### config.mk
export PLATFORM = sky130hd
export DESIGN_NAME = game_button_conditioner
export DESIGN_NICKNAME = d
export VERILOG_FILES = /design/src/rtl/game_pkg.sv /design/src/rtl/btn_debounce_fsm.sv /design/src/rtl/game_button_conditioner.sv
export SDC_FILE = /design/constraint.sdc
export NUM_CORES = 1
export LEC_CHECK = 0
export ABC_CLOCK_PERIOD_IN_PS = 11450
export BUFFER_PORTS_ARGS = -buffer_cell sky130_fd_sc_hd__buf_4
export CAP_MARGIN = 20
export CORE_MARGIN = 5
export CORE_UTILIZATION = 54
export CTS_CLUSTER_SIZE = 30
export DETAILED_ROUTE_END_ITERATION = 6
export PLACE_DENSITY = 0.78
export SYNTH_ARGS = -nofsm -noshare
export SYNTH_HDL_FRONTEND = slang
export SYNTH_SLANG_ARGS = --single-unit
### constraint.sdc
create_clock -name Clk -period 11.45 [get_ports Clk]
set_input_delay 2.29 -clock Clk [delete_from_list [all_inputs] [get_ports Clk]]
set_output_delay 2.29 -clock Clk [all_outputs]
set_load 0.05 [all_outputs]
### src/rtl/game_pkg.sv
// Shared definitions for the game input stage: per-button FSM states,
// button index constants and the counter sizing helper.
package game_pkg;

  typedef enum logic [4:0] {
    ST_INI  = 5'b00001,
    ST_W84  = 5'b00010,
    ST_SCEN = 5'b00100,
    ST_WS   = 5'b01000,
    ST_WR   = 5'b10000
  } btn_state_e;

  localparam int BTN_SELECT = 0;
  localparam int BTN_QUIT   = 1;
  localparam int BTN_LEFT   = 2;
  localparam int BTN_RIGHT  = 3;

  // One counter serves debounce and auto-repeat, so it must hold the largest limit.
  function automatic int cnt_width(input int a, input int b, input int c);
    int m;
    m = a;
    if (b > m) m = b;
    if (c > m) m = c;
    return $clog2(m + 1);
  endfunction

endpackage

### src/rtl/btn_debounce_fsm.sv
// One button: 2-flop synchroniser, shared debounce/repeat counter and Moore FSM.
// Handshake-free: o_scen/o_mcen are single-cycle enables, o_dpb is a level.
module btn_debounce_fsm
  import game_pkg::*;
#(
  parameter int DEBOUNCE_CYCLES = 1_000_000,
  parameter int REPEAT_DELAY    = 50_000_000,
  parameter int REPEAT_RATE     = 10_000_000
) (
  input  logic Clk,
  input  logic Reset,
  input  logic i_btn_raw,
  output logic o_dpb,
  output logic o_scen,
  output logic o_mcen
);

  localparam int CNT_W = cnt_width(DEBOUNCE_CYCLES, REPEAT_DELAY, REPEAT_RATE);
  localparam logic [CNT_W-1:0] DEB_LAST   = CNT_W'(DEBOUNCE_CYCLES - 1);
  localparam logic [CNT_W-1:0] DELAY_LAST = CNT_W'(REPEAT_DELAY - 1);
  localparam logic [CNT_W-1:0] RATE_LAST  = CNT_W'(REPEAT_RATE - 1);

  logic             r_s1;
  logic             r_s2;
  btn_state_e       r_state;
  logic [CNT_W-1:0] r_cnt;
  logic             r_first;

  btn_state_e       w_state_nxt;
  logic [CNT_W-1:0] w_cnt_nxt;
  logic             w_first_nxt;
  logic             w_rep_hit;

  always_ff @(posedge Clk or posedge Reset) begin
    if (Reset) begin
      r_s1    <= 1'b0;
      r_s2    <= 1'b0;
      r_state <= ST_INI;
      r_cnt   <= '0;
      r_first <= 1'b0;
    end else begin
      r_s1    <= i_btn_raw;
      r_s2    <= r_s1;
      r_state <= w_state_nxt;
      r_cnt   <= w_cnt_nxt;
      r_first <= w_first_nxt;
    end
  end

  // First repeat waits the long delay; later ones use the shorter rate.
  assign w_rep_hit = (r_state == ST_WS) &&
                     (r_first ? (r_cnt == DELAY_LAST) : (r_cnt == RATE_LAST));

  always_comb begin
    w_state_nxt = r_state;
    w_cnt_nxt   = r_cnt;
    w_first_nxt = r_first;
    case (r_state)
      ST_INI: begin
        w_cnt_nxt = '0;
        if (r_s2) w_state_nxt = ST_W84;
      end
      ST_W84: begin
        if (!r_s2) begin
          w_state_nxt = ST_INI;
          w_cnt_nxt   = '0;
        end else if (r_cnt == DEB_LAST) begin
          w_state_nxt = ST_SCEN;
          w_cnt_nxt   = '0;
        end else begin
          w_cnt_nxt = r_cnt + CNT_W'(1);
        end
      end
      ST_SCEN: begin
        w_state_nxt = ST_WS;
        w_cnt_nxt   = '0;
        w_first_nxt = 1'b1;
      end
      ST_WS: begin
        if (!r_s2) begin
          w_state_nxt = ST_WR;
          w_cnt_nxt   = '0;
        end else if (w_rep_hit) begin
          w_cnt_nxt   = '0;
          w_first_nxt = 1'b0;
        end else begin
          w_cnt_nxt = r_cnt + CNT_W'(1);
        end
      end
      ST_WR: begin
        // Release bounce returns to WS without a new Scen; repeat timing restarts.
        if (r_s2) begin
          w_state_nxt = ST_WS;
          w_cnt_nxt   = '0;
          w_first_nxt = 1'b1;
        end else if (r_cnt == DEB_LAST) begin
          w_state_nxt = ST_INI;
          w_cnt_nxt   = '0;
        end else begin
          w_cnt_nxt = r_cnt + CNT_W'(1);
        end
      end
      default: begin
        w_state_nxt = ST_INI;
        w_cnt_nxt   = '0;
        w_first_nxt = 1'b0;
      end
    endcase
  end

  assign o_scen = (r_state == ST_SCEN);
  assign o_mcen = o_scen | w_rep_hit;
  assign o_dpb  = (r_state == ST_SCEN) || (r_state == ST_WS) || (r_state == ST_WR);

endmodule

### src/rtl/game_button_conditioner.sv
// Input stage for the game FSM: one debounce FSM per board button, plus the
// AnyScen OR that qualifies the game's CEN.
module game_button_conditioner
  import game_pkg::*;
#(
  parameter int N_BTN           = 4,
  parameter int DEBOUNCE_CYCLES = 1_000_000,
  parameter int REPEAT_DELAY    = 50_000_000,
  parameter int REPEAT_RATE     = 10_000_000
) (
  input  logic             Clk,
  input  logic             Reset,
  input  logic [N_BTN-1:0] BtnRaw,
  output logic [N_BTN-1:0] Dpb,
  output logic [N_BTN-1:0] Scen,
  output logic [N_BTN-1:0] Mcen,
  output logic             AnyScen
);

  for (genvar g = 0; g < N_BTN; g++) begin : g_btn
    btn_debounce_fsm #(
      .DEBOUNCE_CYCLES (DEBOUNCE_CYCLES),
      .REPEAT_DELAY    (REPEAT_DELAY),
      .REPEAT_RATE     (REPEAT_RATE)
    ) u_btn (
      .Clk       (Clk),
      .Reset     (Reset),
      .i_btn_raw (BtnRaw[g]),
      .o_dpb     (Dpb[g]),
      .o_scen    (Scen[g]),
      .o_mcen    (Mcen[g])
    );
  end

  assign AnyScen = |Scen;

endmodule

==> metrics <==
status=complete, no violations; sequential share of the synthesized area=0.450; Vias=5689; row cnt=43; die area=0.0165 mm2; share of layout cells above drive strength 1=0.0943; mapped cell area=0.00757 mm2; crit path time final=4.76 ns; Ports=19; Synth top area share=0.437; die width=128 um; Post-Synth Simple-Gate Area=0.300; xor/xnor share of the synthesized area=0.119; Synth area leaders=dfrtp_1, xor2_1, nor2_1; Pleak=0.00329 uW; CTS H-tree lvls=4; hold path depth=0; final-report max-slew violation count=0; largest net degree at the start of global routing=73; Antenna Nets Post-Route=0; synth warn=0; Max clock buf depth=2; Pre-antenna DRT Iters=5; critical path required time=9.16 ns; total grt overflow=0; Distinct cells, synth=63; VDD IR max=0.000101 V; CP max-delay cell=or4b_2; Post-Synthesis Cells=805; CP Launch Type=flop; Max-cap violations=0; GRT Util Overall=0.193; vias per cell=5.77; Diodes inserted=0; most common cell after layout, fill and taps aside=dfrtp_1; final net count=803; most frequent cells in the layout=dfrtp_1, nor2_1, xor2_1, nand2_1, nand3_1; Post-CTS Resized=0; DP HPWL=9730 um; Root Buffer=clkbuf_16; synthesis-to-layout area growth=8.75%; Worst-Margin Slew=0.941 ns; drt total wl=14800 um; Yosys top cell by area=dfrtp_1; R2R setup slack=8.85 ns; global-route wire length before repair=26300 um; pre-CTS setup slack=7.22 ns; flops & latches, synth=136; adder-cell share of the synthesized area=0.00661; Starting Density=0.547; CTS tree=yes; # clock sinks=136; largest family of logic cells by synthesized area=simple AND/OR/NAND/NOR gates; core area=0.0138 mm2; CTS Buf Count=17; Finished Cell Area=0.00823 mm2; Post-CTS Setup Bufs=0; reg2reg path depth=6; Slew headroom=0.368; vias in the first global route=5591; mux share of post-synthesis cell area=0.00794; top_reg_cell synth=dfrtp_1; Crit Path Max Fanout=8; setup tns final=0 ns; Placer Congestion=0.847; Port Buffers=18; CP peak stage delay=0.67 ns; Max Fclk=210 MHz; Hold Vio Cnt, Final=0; critical path arrival=2.47 ns; RSZ-0062 raised after global routing=no; crit end category=output pin; Tcrit/Tclk final=0.416; cell area power density=148 mW/mm2; crit-path cells=or2_2, or4b_2, o21ai_0, buf_4; DRC=0; end-of-flow core utilization=0.595; worst hold path type=reg -> reg; Die H=128 um; Avg Cell Area, Syn=9.40 um2; async set-or-reset flop fraction in the synthesized netlist=1.00; setup violators final=0; initial antenna violation count=0; Worst Clk Skew=0.00900 ns; worst skew pair latency=0.42 ns; hold_buf cts=0; Synth Net Count=815; DRT iter0 DRCs=340; placed cell areas=0.00763 mm2; Clock Pin Slew Worst Setup and Hold Paths=0.06 ns; Post-synth EDFFs=0; PnR worst setup slack=6.69 ns; WL/cell=15.0 um; critical path class=reg -> out; Compound-Gate Fraction of Synth Area=0.0676
## layout make-up
type | instances | area, um2
clock buffer | 19 | 453
clock inverter | 13 | 145
fill | 1178 | 5600
inverter | 15 | 61.3
multi-input combinational | 604 | 3790
sequential | 136 | 3410
tap | 180 | 225
timing repair buffer | 19 | 143
## worst paths after layout
| path | startpoint | to |
|---|---|---|
| setup / recovery | g_btn[1].u_btn.r_state[1] | Mcen[1] |
| hold / removal | g_btn[0].u_btn.r_s1 | g_btn[0].u_btn.r_s2 |
| setup reg to reg | g_btn[0].u_btn.r_cnt[0] | g_btn[0].u_btn.r_cnt[2] |
| hold reg to reg | g_btn[0].u_btn.r_s1 | g_btn[0].u_btn.r_s2 |
| min in group asynchronous | Reset | g_btn[0].u_btn.r_s2 |
| max in group asynchronous | Reset | g_btn[2].u_btn.r_state[4] |
## routing by layer
metal	GRT usage	wire [um]	vias to the layer above
met4	0.0637	216	0
met1	0.269	7180	2756
met2	0.309	6820	108
li1	-	-	2803
met5	0	0	-
met3	0.0353	563	22
## cell usage after synthesis (5+ instances only)
| cell type | count |
|---|---|
| nand2b_1 | 5 |
| nor2_1 | 129 |
| inv_1 | 15 |
| and3_1 | 21 |
| mux2i_1 | 6 |
| and2_1 | 10 |
| nor3_1 | 32 |
| xor2_1 | 64 |
| nand3b_1 | 7 |
| xnor2_1 | 39 |
| nand3_1 | 48 |
| dfrtp_1 | 132 |
| nor4_2 | 5 |
| nand2_1 | 50 |
| nor4b_1 | 5 |
| o21ai_0 | 18 |
| a21oi_1 | 13 |
| and4_1 | 15 |
| buf_6 | 8 |
| nor4_1 | 14 |
| nand4_1 | 34 |
| buf_2 | 7 |
| buf_4 | 14 |
| nor2b_1 | 15 |
| clkbuf_1 | 20 |
## report_power, final
group	internal, uW	switching [uW]	leakage, uW	total (uW)
clock	334	214	0.000275	548
sequential	503	39.1	0.00186	542
combinational	52.9	73.5	0.00116	126
## registers in the layout (all words and copies together) (netlist names)
name,flops
g_btn.u_btn.r_cnt,104
g_btn.u_btn.r_first,4
g_btn.u_btn.r_s1,4
g_btn.u_btn.r_s2,4
g_btn.u_btn.r_state,20
## critical path: cells and delay by family (launching register included)
family | cells | cell delay, ns
and+or+nand+nor | 2 | 1.04
buffers and inverters | 1 | 0.26
AOI/OAI and AO/OA | 1 | 0.31
DFF | 1 | 0.44
## logic make-up after synthesis
family | Yosys count
AO/OA/AOI/OAI | 68
flip-flops | 136
multiplexers | 6
AND/OR/NAND/NOR | 423
XOR/XNOR | 103
adder cells (fa/ha/maj) | 4
buffers and inverters | 65
## through the flow
stage                     hold WS (ns)  std cells  power [uW]
after floorplan                  0.331        805         659
after global placement           0.333        954         675
after detailed placement         0.336        954         678
after CTS                        0.343        986        1230
after global routing             0.360        986        1270
final                            0.341        986        1220
No activity file was read; power rests on OpenSTA's default activity.
